$ cat config.mk
export PLATFORM = sky130hd
export DESIGN_NAME = stall_ctrl_flat
export DESIGN_NICKNAME = d
export VERILOG_FILES = /design/src/rtl/stall_ctrl_if.sv /design/src/rtl/stall_ctrl.sv /design/src/flat_wrapper.sv
export SDC_FILE = /design/constraint.sdc
export NUM_CORES = 1
export LEC_CHECK = 0
export ABC_AREA = 1
export CAP_MARGIN = 30
export CORE_ASPECT_RATIO = 1.5
export CORE_MARGIN = 3
export CORE_UTILIZATION = 36
export DETAILED_ROUTE_END_ITERATION = 8
export GPL_TIMING_DRIVEN = 0
export PLACE_DENSITY = 0.79
export SLEW_MARGIN = 25
export SYNTH_ARGS = -nofsm -noshare
export SYNTH_HDL_FRONTEND = slang
export SYNTH_SLANG_ARGS = --single-unit
$ cat constraint.sdc
create_clock -name clk_i -period 4.8 [get_ports clk_i]
set_input_delay 0.96 -clock clk_i [delete_from_list [all_inputs] [get_ports clk_i]]
set_output_delay 0.96 -clock clk_i [all_outputs]
set_load 0.01 [all_outputs]
$ cat src/rtl/stall_ctrl_if.sv
// Hazard/stall controller bus: ID-stage operands and control in, ID_EX and
// fetch-side enables out. The slave modport is the controller's view.
interface stall_ctrl_if #(
    parameter int CTRL_W = 7,
    parameter int CNT_W  = 16
);
    logic              IDEX_MemRead_i;
    logic [4:0]        IDEX_RDaddr_i;
    logic [4:0]        RS1addr_i;
    logic [4:0]        RS2addr_i;
    logic [4:0]        RDaddr_i;
    logic [CTRL_W-1:0] ctrl_i;
    logic              flush_i;
    logic              mem_busy_i;
    logic [4:0]        RDaddr_o;
    logic [CTRL_W-1:0] ctrl_o;
    logic              PCWrite_o;
    logic              IFIDWrite_o;
    logic              IFIDFlush_o;
    logic              freeze_o;
    logic              stall_o;
    logic [CNT_W-1:0]  bubble_cnt_o;

    modport master (
        output IDEX_MemRead_i, IDEX_RDaddr_i, RS1addr_i, RS2addr_i, RDaddr_i,
               ctrl_i, flush_i, mem_busy_i,
        input  RDaddr_o, ctrl_o, PCWrite_o, IFIDWrite_o, IFIDFlush_o,
               freeze_o, stall_o, bubble_cnt_o
    );

    modport slave (
        input  IDEX_MemRead_i, IDEX_RDaddr_i, RS1addr_i, RS2addr_i, RDaddr_i,
               ctrl_i, flush_i, mem_busy_i,
        output RDaddr_o, ctrl_o, PCWrite_o, IFIDWrite_o, IFIDFlush_o,
               freeze_o, stall_o, bubble_cnt_o
    );
endinterface

$ cat src/rtl/stall_ctrl.sv
// Load-use hazard/stall controller for the 5-stage RV32I pipeline: bubble
// injection into ID_EX, branch flush gating, memory-wait freeze, bubble counter.
module stall_ctrl #(
    parameter int                CTRL_W     = 7,
    parameter logic [CTRL_W-1:0] BUBBLE_VAL = {CTRL_W{1'b0}},
    parameter int                LOAD_LAT   = 1,
    parameter int                CNT_W      = 16
) (
    input  logic         clk_i,
    input  logic         rst_i,
    stall_ctrl_if.slave  bus
);

    typedef enum logic [0:0] {
        RUN   = 1'b0,
        STALL = 1'b1
    } state_t;

    localparam logic [3:0]       REM_INIT  = 4'(LOAD_LAT - 1);
    localparam bit               MULTI_LAT = (LOAD_LAT > 1);
    localparam logic [CNT_W-1:0] CNT_MAX   = {CNT_W{1'b1}};

    state_t            state_r;
    state_t            stateNext_s;
    logic [3:0]        rem_r;
    logic [3:0]        remNext_s;
    logic [CNT_W-1:0]  bubbleCnt_r;
    logic              haz_s;
    logic              bubble_s;
    logic [CTRL_W-1:0] ctrl_s;
    logic [4:0]        rdAddr_s;
    logic              pcWrite_s;
    logic              ifidWrite_s;
    logic              ifidFlush_s;
    logic              freeze_s;
    logic              stall_s;

    function automatic logic [CNT_W-1:0] satInc(input logic [CNT_W-1:0] v);
        return (v == CNT_MAX) ? v : v + {{(CNT_W-1){1'b0}}, 1'b1};
    endfunction

    // Load-use hazard decode and bubble request for this cycle.
    always_comb begin
        haz_s = bus.IDEX_MemRead_i && (bus.IDEX_RDaddr_i != 5'd0) &&
                ((bus.IDEX_RDaddr_i == bus.RS1addr_i) ||
                 (bus.IDEX_RDaddr_i == bus.RS2addr_i));
        if (state_r == STALL) begin
            bubble_s = 1'b1;
        end else begin
            bubble_s = haz_s;
        end
    end

    // Next-state and remaining-bubble logic; a frozen pipeline holds everything.
    always_comb begin
        stateNext_s = state_r;
        remNext_s   = rem_r;
        if (bus.mem_busy_i) begin
            stateNext_s = state_r;
            remNext_s   = rem_r;
        end else begin
            case (state_r)
                RUN: begin
                    if (haz_s && MULTI_LAT) begin
                        stateNext_s = STALL;
                        remNext_s   = REM_INIT;
                    end else begin
                        stateNext_s = RUN;
                    end
                end
                STALL: begin
                    // rem<=1 also covers a corrupted zero so the FSM cannot lock up
                    if (rem_r <= 4'd1) begin
                        stateNext_s = RUN;
                        remNext_s   = 4'd0;
                    end else begin
                        remNext_s   = rem_r - 4'd1;
                    end
                end
                default: begin
                    stateNext_s = RUN;
                    remNext_s   = 4'd0;
                end
            endcase
        end
    end

    // Output decode in priority order: reset, freeze, bubble, flush, normal.
    always_comb begin
        ctrl_s      = BUBBLE_VAL;
        rdAddr_s    = 5'd0;
        pcWrite_s   = 1'b0;
        ifidWrite_s = 1'b0;
        ifidFlush_s = 1'b0;
        freeze_s    = 1'b0;
        stall_s     = 1'b0;
        if (!rst_i) begin
            ctrl_s   = BUBBLE_VAL;
            rdAddr_s = 5'd0;
        end else if (bus.mem_busy_i) begin
            ctrl_s   = bus.ctrl_i;
            rdAddr_s = bus.RDaddr_i;
            freeze_s = 1'b1;
        end else if (bubble_s) begin
            ctrl_s   = BUBBLE_VAL;
            rdAddr_s = 5'd0;
            stall_s  = 1'b1;
        end else begin
            ctrl_s      = bus.ctrl_i;
            rdAddr_s    = bus.RDaddr_i;
            pcWrite_s   = 1'b1;
            ifidWrite_s = 1'b1;
            ifidFlush_s = bus.flush_i;
        end
    end

    // FSM state and remaining-bubble register.
    always_ff @(posedge clk_i) begin
        if (!rst_i) begin
            state_r <= RUN;
            rem_r   <= 4'd0;
        end else begin
            state_r <= stateNext_s;
            rem_r   <= remNext_s;
        end
    end

    // Saturating count of injected bubble cycles.
    always_ff @(posedge clk_i) begin
        if (!rst_i) begin
            bubbleCnt_r <= {CNT_W{1'b0}};
        end else if (stall_s) begin
            bubbleCnt_r <= satInc(bubbleCnt_r);
        end else begin
            bubbleCnt_r <= bubbleCnt_r;
        end
    end

    assign bus.ctrl_o       = ctrl_s;
    assign bus.RDaddr_o     = rdAddr_s;
    assign bus.PCWrite_o    = pcWrite_s;
    assign bus.IFIDWrite_o  = ifidWrite_s;
    assign bus.IFIDFlush_o  = ifidFlush_s;
    assign bus.freeze_o     = freeze_s;
    assign bus.stall_o      = stall_s;
    assign bus.bubble_cnt_o = bubbleCnt_r;

endmodule
$ cat src/flat_wrapper.sv
// flat-port wrapper written by rule: the top's interface ports become plain ports
module stall_ctrl_flat 
#(
    parameter int                CTRL_W     = 7,
    parameter logic [CTRL_W-1:0] BUBBLE_VAL = {CTRL_W{1'b0}},
    parameter int                LOAD_LAT   = 1,
    parameter int                CNT_W      = 16
)
  (clk_i, rst_i, bus_IDEX_MemRead_i, bus_IDEX_RDaddr_i, bus_RS1addr_i, bus_RS2addr_i, bus_RDaddr_i, bus_ctrl_i, bus_flush_i, bus_mem_busy_i, bus_RDaddr_o, bus_ctrl_o, bus_PCWrite_o, bus_IFIDWrite_o, bus_IFIDFlush_o, bus_freeze_o, bus_stall_o, bus_bubble_cnt_o);
  stall_ctrl_if #(.CTRL_W(CTRL_W), .CNT_W(CNT_W)) bus_i ();
  input  logic clk_i;
  input  logic rst_i;
  input wire logic [$bits(bus_i.IDEX_MemRead_i)-1:0] bus_IDEX_MemRead_i;
  input wire logic [$bits(bus_i.IDEX_RDaddr_i)-1:0] bus_IDEX_RDaddr_i;
  input wire logic [$bits(bus_i.RS1addr_i)-1:0] bus_RS1addr_i;
  input wire logic [$bits(bus_i.RS2addr_i)-1:0] bus_RS2addr_i;
  input wire logic [$bits(bus_i.RDaddr_i)-1:0] bus_RDaddr_i;
  input wire logic [$bits(bus_i.ctrl_i)-1:0] bus_ctrl_i;
  input wire logic [$bits(bus_i.flush_i)-1:0] bus_flush_i;
  input wire logic [$bits(bus_i.mem_busy_i)-1:0] bus_mem_busy_i;
  output wire logic [$bits(bus_i.RDaddr_o)-1:0] bus_RDaddr_o;
  output wire logic [$bits(bus_i.ctrl_o)-1:0] bus_ctrl_o;
  output wire logic [$bits(bus_i.PCWrite_o)-1:0] bus_PCWrite_o;
  output wire logic [$bits(bus_i.IFIDWrite_o)-1:0] bus_IFIDWrite_o;
  output wire logic [$bits(bus_i.IFIDFlush_o)-1:0] bus_IFIDFlush_o;
  output wire logic [$bits(bus_i.freeze_o)-1:0] bus_freeze_o;
  output wire logic [$bits(bus_i.stall_o)-1:0] bus_stall_o;
  output wire logic [$bits(bus_i.bubble_cnt_o)-1:0] bus_bubble_cnt_o;
  assign bus_i.IDEX_MemRead_i = bus_IDEX_MemRead_i;
  assign bus_i.IDEX_RDaddr_i = bus_IDEX_RDaddr_i;
  assign bus_i.RS1addr_i = bus_RS1addr_i;
  assign bus_i.RS2addr_i = bus_RS2addr_i;
  assign bus_i.RDaddr_i = bus_RDaddr_i;
  assign bus_i.ctrl_i = bus_ctrl_i;
  assign bus_i.flush_i = bus_flush_i;
  assign bus_i.mem_busy_i = bus_mem_busy_i;
  assign bus_RDaddr_o = bus_i.RDaddr_o;
  assign bus_ctrl_o = bus_i.ctrl_o;
  assign bus_PCWrite_o = bus_i.PCWrite_o;
  assign bus_IFIDWrite_o = bus_i.IFIDWrite_o;
  assign bus_IFIDFlush_o = bus_i.IFIDFlush_o;
  assign bus_freeze_o = bus_i.freeze_o;
  assign bus_stall_o = bus_i.stall_o;
  assign bus_bubble_cnt_o = bus_i.bubble_cnt_o;
  stall_ctrl #(.CTRL_W(CTRL_W), .BUBBLE_VAL(BUBBLE_VAL), .LOAD_LAT(LOAD_LAT), .CNT_W(CNT_W)) u_core (.clk_i(clk_i), .rst_i(rst_i), .bus(bus_i));
endmodule
**After elaboration in Yosys (flattened, before gate mapping)**

Cells that the tools add are included.

- Word-level logic and storage cells: 39
- Input port bits: 32
- Register bits: 21

- Bitwise operators: 3
- Equality and inequality tests: 3
- $lt $le $gt $ge: 1
- $add $sub $neg: 2
- Muxes and demuxes: 21
- Reductions and logical operators: 6

Operators with widths:

| cell | count |
|---|---|
| 7-bit 2-to-1 mux | 3 |
| 16-bit by 1-bit adder with 16-bit output (second input constant) | 1 |
| 16-bit equality test (second input constant) | 1 |
| 5-bit 2-to-1 mux | 3 |
| 1-bit 2-to-1 mux | 13 |
| 5-bit equality test | 2 |
| 5-bit nonzero test | 1 |
| 4-bit by 1-bit less-or-equal comparator with 1-bit output (second input constant) | 1 |
| 4-bit 2-to-1 mux | 1 |
| 2-bit AND reduction | 2 |
| 4-bit by 1-bit subtractor with 4-bit output (second input constant) | 1 |
| 1-bit inverter | 3 |
| 1-bit logical AND | 2 |
| 1-bit one-hot mux with 2 select lines | 1 |
| 1-bit logical OR | 1 |

**Longest topological paths before layout**

Gate-level depths: netlist of the first run.

- Depth in word-level cells: 8
- Depth in mapped cells: 13

**Worst setup path before layout of the first run**

No wires, ideal clock.

- Path type: input -> output
- Start: in bus_IDEX_RDaddr_i[2]
- End: out bus_IFIDFlush_o
- Arrival: 2147 ps
- Buffers on the path: 1
- Setup slack: 1693 ps
- Stages on the path: 9
- Cell sequence: inv_2 nand4_1 o21ai_0 inv_1 nand2_1 nand2_1 buf_2 nor3_1 and2_1

- Longest elaborated chain between the ends: 7
- Elaborated cells between the ends (all ways): 10
- Those cells by class: eq/ne (2); mux (4); reduce/logical (4)

Ends and longest elaborated chain:

| what | line | source |
|---|---|---|
| start: declaration | flat_wrapper.sv:14 | `input wire logic [$bits(bus_i.IDEX_RDaddr_i)-1:0] bus_IDEX_RDaddr_i;` |
| 5-bit equality test, or another cell as far along | stall_ctrl.sv:45 | `((bus.IDEX_RDaddr_i == bus.RS1addr_i) \|\|` |
| 1-bit logical OR or 1-bit logical AND (tied branches) | stall_ctrl.sv:45, stall_ctrl.sv:44 |  |
| 1-bit logical AND * | stall_ctrl.sv:44 | `haz_s = bus.IDEX_MemRead_i && (bus.IDEX_RDaddr_i != 5'd0) &&` |
| 1-bit 2-to-1 mux * | stall_ctrl.sv:47 | `if (state_r == STALL) begin` |
| 1-bit 2-to-1 mux * | stall_ctrl.sv:104 | `end else if (bubble_s) begin` |
| 1-bit 2-to-1 mux * | stall_ctrl.sv:100 | `end else if (bus.mem_busy_i) begin` |
| 1-bit 2-to-1 mux * | stall_ctrl.sv:97 | `if (!rst_i) begin` |
| end: declaration | flat_wrapper.sv:25 | `output wire logic [$bits(bus_i.IFIDFlush_o)-1:0] bus_IFIDFlush_o;` |

Every way passes the cells marked *; elsewhere a longest branch is shown, timed or not.

**Worst setup path after layout of the first run**

Same ends and word-level chain as after synthesis.

==> results.sh, run 1 <==
export IMPL_status="completed"
export IMPL_clock_power_share_pct=31.7
export IMPL_avgViaCountPerCell=4.951
export IMPL_cts_tree="done"
export IMPL_num_vias=1906
export IMPL_postSynthAreaPerCell_um2=6.086
export IMPL_area_growth_pct=44.29
export IMPL_skew_ns=0.004555
export IMPL_die_h_um=89.05
export IMPL_max_cap_violations=0
export IMPL_cpLargestDelayFamily="buffers and inverters"
export IMPL_switching_share_pct=25.49
export IMPL_grt_setup_unrepaired="no"
export IMPL_cts_setup_buffers=0
export IMPL_core_um2=4318
export IMPL_drtIter0Drc=130
export IMPL_antenna_found_initial=0
export IMPL_r2r_cells=9
export IMPL_drc=0
export IMPL_setup_tns_ns=0
export IMPL_period_share_pct=85.49
export IMPL_die_area_um2=5465
export IMPL_numPortBuffers=63
export IMPL_critical_path_class="in -> out"
export IMPL_io_pins=65
export IMPL_synth_top_area_share_pct=25.40
export IMPL_cts_resized=0
export IMPL_power_switching_mw=0.09550
export IMPL_final_area_um2=2389
export IMPL_p_comb_share_pct=21.7
export IMPL_power_internal_mw=0.2791
export IMPL_required_ns=3.84
export IMPL_crit_chain="clkdlybuf4s50_1 > inv_2 > nand4_1 > o21ai_0 > inv_1 > nand2_1 > nand2_1 > buf_2 > nor3_1 > and2_1 > clkdlybuf4s50_1"
export IMPL_cts_root_buf="clkbuf_8"
export IMPL_clk_pin_slew_ns=0.07
export IMPL_fill_cells=421
export IMPL_numCtsBuffers=3
export IMPL_hold_buffers=0
export IMPL_ys_top_cells_by_area="dfxtp_1 25%, nand2_1 16%, inv_1 10%"
export IMPL_synth_top_family_by_area="simple AND/OR/NAND/NOR gates"
export IMPL_first_pass_iters=4
export IMPL_max_stage_delay_ns=0.53
export IMPL_start_kind="input port"
export IMPL_grt_pass1_vias=1790
export IMPL_grt_max_degree=12
export IMPL_fmax_mhz=243.7
export IMPL_final_hold_viol_count=0
export IMPL_timing_hold_ws_ns=0.4795
export IMPL_grt_overflow=0
export IMPL_ir_drop_uv=91.21
export IMPL_h_tree_depth=1
export IMPL_tightest_slew_ns=0.7226
export IMPL_cp_data_arrival_time_ns=3.14
export IMPL_dpl_cell_count=381
export IMPL_gp_congestion=0.9005
export IMPL_start_util_pct=38.34
export IMPL_clock_sinks=21
export IMPL_die_width_um=61.37
export IMPL_ys_types=31
export IMPL_ys_warn_count=0
export IMPL_clock_path_buffers=2
export IMPL_min_path_type="reg -> reg"
export IMPL_drt_wl_total_um=4457
export IMPL_grt_util_all_layers_pct=17.40
export IMPL_finalNonFillerCells=385
export IMPL_clk_latency_ns=0.26
export IMPL_fin_crit_ns=4.104
export IMPL_synthesis_nets=307
export IMPL_dp_slack_ns=0.6669
export IMPL_rows=29
export IMPL_power_density_nw_per_um2=156.8
export IMPL_crit_fanout=10
export IMPL_worst_path_max_delay_cell="clkdlybuf4s50_1"
export IMPL_finalSetupViolations=0
export IMPL_holdPathStages=2
export IMPL_synth_compound_area_share_pct=9.070
export IMPL_drive_above_1_share_pct=8.555
export IMPL_synth_seq_area_share_pct=25.40
export IMPL_place_area_um2=2344
export IMPL_final_nets=375
export IMPL_p_leak_nw=1.011
export IMPL_ant_nets=0
export IMPL_cp_num_buf_inv=5
export IMPL_yosys_area_share_simple_pct=42.18
export IMPL_synthMuxAreaShare_pct=0
export IMPL_end_kind="primary output"
export IMPL_antenna_cells=0
export IMPL_wl_per_cell_um=11.58
export IMPL_synth_xor_area_share_pct=5.820
export IMPL_syn_area_um2=1655
export IMPL_setup_ws_ns=0.6963
export IMPL_grt_pass1_wl_um=7458
export IMPL_synth_top_cell_by_area="dfxtp_1"
export IMPL_p_seq_share_pct=46.6
export IMPL_synthAdderAreaFrac_pct=2.268
export IMPL_drv_slew=0
export IMPL_worst_path_stages=11
export IMPL_syn_inst=272
export IMPL_slew_headroom_pct=51.82
export IMPL_dp_hpwl_um=3648
export IMPL_ys_ff_latch=21
==> synthesized netlist by cell type (all sizes together) <==
| cell | count |
|---|---|
| nand2 | 71 |
| inv | 51 |
| nor2 | 40 |
| dfxtp | 21 |
| nand4 | 20 |
| a21oi | 14 |
| nand3 | 13 |
| buf | 8 |
| xor2 | 8 |
| nor3 | 7 |
| ha | 3 |
| xnor2 | 3 |
| a211oi | 2 |
| and2 | 2 |
| clkinv | 2 |
| o211ai | 2 |
| o21ai | 2 |
| a31oi | 1 |
| clkbuf | 1 |
| o21bai | 1 |
==> worst min-delay path, stage by stage, from the launching register on <==
cell and delay, ns:
dfxtp_1 0.32, o211ai_1 0.08, inv_1 0.04
==> state kept, by name, summed over array words and instances, names as in the netlist <==
| register | flops |
|---|---|
| u_core.state_r | 1 |
| u_core.rem_r | 4 |
| u_core.bus.bubble_cnt_o | 16 |
==> placed cells by master, fill, tap and decap left out, types with 4 or more instances in the layout <==
cell type / n
nor2_1: 39
nand3_1: 11
xor2_1: 8
clkdlybuf4s50_1: 63
nor3_1: 4
nand2_1: 71
inv_1: 46
a21oi_2: 7
buf_2: 4
a21oi_1: 7
nand4_1: 20
dfxtp_1: 21
inv_2: 5
==> cells by family (layout without fill, tap and decap cells) <==
logic type / after synthesis / after routing
AND/OR/NAND/NOR: 153 / 153
adder cells (fa/ha/maj): 3 / 3
buffers and inverters: 62 / 129
AO/OA/AOI/OAI: 22 / 22
flip-flops: 21 / 21
XOR/XNOR: 11 / 11
==> power by group through the flow <==
stage	Clock (mW)	Sequential, mW	Combinational [mW]
global placement	0	0.179	0.0807
detailed placement	0	0.179	0.0818
CTS	0.120	0.175	0.0821
finish	0.119	0.175	0.0812
floorplan	0	0.179	0.0331
global route	0.128	0.175	0.0894
==> through the flow <==
| step | utilization [%] | power (mW) |
|---|---|---|
| 2_1_floorplan | - | 0.2118 |
| 3_3_place_gp | 54.27 | 0.2594 |
| 3_5_place_dp | 54.27 | 0.2605 |
| 4_1_cts | 55.32 | 0.3768 |
| 5_1_grt | 55.32 | 0.3924 |
| 6_report | 55.32 | 0.3746 |
==> worst paths after layout <==
kind / from / slack, ns / endpoint
worst max-delay path: bus_IDEX_RDaddr_i[2] / 0.70 / bus_IFIDFlush_o
worst min-delay path: u_core.state_r / 0.48 / u_core.state_r
worst max register to register: u_core.bus.bubble_cnt_o[0] / 2.80 / u_core.bus.bubble_cnt_o[10]
worst min register to register: u_core.state_r / 0.48 / u_core.state_r
==> layout make-up <==
type,count,area (um2),share of cell area [%]
clock buffers,4,45.04,1.886
repair buffers,63,630.6,26.40
well taps,46,57.56,2.410
multi-input cells,189,982.2,41.12
inverters,53,198.9,8.329
flip-flops and latches,21,420.4,17.60
plain buffers,9,53.80,2.252
==> metal layers <==
metal  global-route usage [%]  share of wire, %  vias to the layer above
met3                    2.601               3.9                       15
met5                        0                 0                        -
li1                         -                 -                      983
met1                    17.49                38                      854
met2                    33.82                55                       54
met4                    7.336               3.2                        0
Note: power is estimated with default switching activity, not from simulation.
==> run 2, diff against run 1 <==
Settings changed: CELL_PAD_IN_SITES_DETAIL_PLACEMENT set to 0, CELL_PAD_IN_SITES_GLOBAL_PLACEMENT set to 1, CORE_MARGIN 3 to unset, CORE_UTILIZATION 36 to 31, PLACE_DENSITY 0.79 to 0.95.
==> run 2 against run 1 <==
Final cell count increased by 5.7%. Critical path depth is the same. Clock-buffer cell count did not move. Register-to-register slack about the same. Clock skew down 0.0022 ns. Critical path type unchanged. Largest power group unchanged.
==> results.sh, run 2 (synthesis gave the netlist of run 1 again) <==
export IMPL_gp_congestion=0.9039
export IMPL_period_share_pct=85.85
export IMPL_fmax_mhz=242.7
export IMPL_start_util_pct=32.30
export IMPL_largest_register_ffs=16
export IMPL_skew_ns=0.002372
export IMPL_grt_overflow=0
export IMPL_slew_headroom_pct=55.04
export IMPL_antenna_cells=0
export IMPL_clk_pin_slew_ns=0.08
export IMPL_register_area_um2=420.4
export IMPL_io_pins=65
export IMPL_drtIter0Drc=68
export IMPL_crit_start="bus_IDEX_RDaddr_i[2]"
export IMPL_start_kind="input port"
export IMPL_finalSetupViolations=0
export IMPL_cts_setup_buffers=0
export IMPL_num_vias=1862
export IMPL_final_nets=375
export IMPL_final_common_cell="nand2_1"
export IMPL_p_seq_share_pct=46.4
export IMPL_layout_common_cells="71 x nand2_1, 63 x clkdlybuf4s50_1, 46 x inv_1, 39 x nor2_1, 21 x dfxtp_1"
export IMPL_cp_endpoint="bus_IFIDFlush_o"
export IMPL_grt_pass1_vias=1739
export IMPL_drv_slew=0
export IMPL_cts_root_buf="clkbuf_8"
export IMPL_clk_latency_ns=0.26
export IMPL_grt_pass1_wl_um=7376
export IMPL_core_um2=5125
export IMPL_setup_tns_ns=0
export IMPL_tightest_slew_ns=0.6745
export IMPL_status="completed"
export IMPL_die_h_um=91.50
export IMPL_antenna_found_initial=0
export IMPL_h_tree_depth=1
export IMPL_die_area_um2=5642
export IMPL_r2r_start="u_core.bus.bubble_cnt_o[0]"
export IMPL_clock_sinks=21
export IMPL_grt_max_degree=12
export IMPL_cp_data_arrival_time_ns=3.16
export IMPL_first_pass_iters=4
export IMPL_final_hold_viol_count=0
export IMPL_numPortBuffers=63
export IMPL_ir_drop_uv=83.76
export IMPL_drive_above_1_share_pct=8.555
export IMPL_clock_path_buffers=2
export IMPL_power_density_nw_per_um2=155.8
export IMPL_p_comb_share_pct=21.6
export IMPL_end_kind="primary output"
export IMPL_avgViaCountPerCell=4.575
export IMPL_dp_hpwl_um=3668
export IMPL_crit_chain="clkdlybuf4s50_1 > inv_2 > nand4_1 > o21ai_0 > inv_1 > nand2_1 > nand2_1 > buf_2 > nor3_1 > and2_1 > clkdlybuf4s50_1"
export IMPL_hold_buffers=0
export IMPL_power_switching_mw=0.09739
export IMPL_cts_resized=0
export IMPL_r2r_cells=8
export IMPL_numCtsBuffers=3
export IMPL_cts_tree="done"
export IMPL_clock_power_share_pct=32.0
export IMPL_power_mw=0.3765
export IMPL_die_width_um=61.67
export IMPL_min_path_type="reg -> reg"
export IMPL_grt_setup_unrepaired="no"
export IMPL_rows=32
export IMPL_max_cap_violations=0
export IMPL_drc=0
export IMPL_drt_wl_total_um=4449
export IMPL_p_leak_nw=1.011
export IMPL_area_growth_pct=45.96
export IMPL_ant_nets=0
export IMPL_switching_share_pct=25.86
export IMPL_max_stage_delay_ns=0.53
export IMPL_critical_path_class="in -> out"
export IMPL_crit_fanout=10
export IMPL_fill_cells=561
export IMPL_grt_util_all_layers_pct=16.92
export IMPL_multi_input_area_um2=982.2
export IMPL_fin_crit_ns=4.121
export IMPL_wl_per_cell_um=10.93
export IMPL_power_internal_mw=0.2791
export IMPL_required_ns=3.84
export IMPL_worst_path_max_delay_cell="clkdlybuf4s50_1"
export IMPL_rr_endpoint="u_core.bus.bubble_cnt_o[15]"
export IMPL_rrSetupSlack_ns=2.79
run 2: cell counts in the layout (fill, tap and decap cells not counted):
Identical to the previous run, type by type.
run 2: through the flow:
step	setup WS (ns)	hold WS, ns	instances	utilization [%]	area [um2]
floorplan	1.693	0.4502	272	-	1655
global placement	0.6787	0.4610	403	46.26	2371
detailed placement	0.6681	0.4687	403	46.26	2371
CTS	0.6493	0.4809	407	47.14	2416
global route	0.4416	0.5136	407	47.14	2416
finish	0.6792	0.4823	407	47.14	2416
run 2: worst max-delay path: cells and delay by family:
| family | cells | cell delay (ns) |
|---|---|---|
| compound gates | 1 | 0.15 |
| buf+inv | 5 | 1.32 |
| simple gates | 5 | 0.72 |
run 2: layout make-up:
cell class / instances / area share, %
clock buffer: 4 / 1.864
tap: 68 / 3.521
timing repair buffer: 63 / 26.10
sequential: 21 / 17.40
inverter: 53 / 8.234
buffer: 9 / 2.227
multi-input combinational: 189 / 40.65
run 2: worst min-delay path by stage:
stage                                start                          end  slack [ns]  depth (start not counted)
2_1_floorplan               u_core.state_r               u_core.state_r        0.45                          2
3_3_place_gp                u_core.state_r               u_core.state_r        0.46                          2
3_5_place_dp                u_core.state_r               u_core.state_r        0.47                          2
4_1_cts                     u_core.state_r               u_core.state_r        0.48                          2
5_1_grt        u_core.bus.bubble_cnt_o[13]  u_core.bus.bubble_cnt_o[13]        0.51                          2
6_report                    u_core.state_r               u_core.state_r        0.48                          2
run 2: power by group through the flow:
| stage | Clock [mW] | Sequential [mW] | Combinational, mW |
|---|---|---|---|
| finish | 0.121 | 0.175 | 0.0814 |
| detailed placement | 0 | 0.179 | 0.0822 |
| floorplan | 0 | 0.179 | 0.0331 |
| global route | 0.130 | 0.175 | 0.0895 |
| CTS | 0.123 | 0.175 | 0.0825 |
| global placement | 0 | 0.179 | 0.0811 |
run 2: layer usage:
| layer | wire length (um) | up-vias | GRT usage [%] |
|---|---|---|---|
| li1 | - | 985 | - |
| met1 | 1751 | 824 | 18.17 |
| met2 | 2491 | 47 | 31.90 |
| met3 | 139 | 6 | 1.425 |
| met4 | 65 | 0 | 6.296 |
| met5 | 0 | - | 0 |
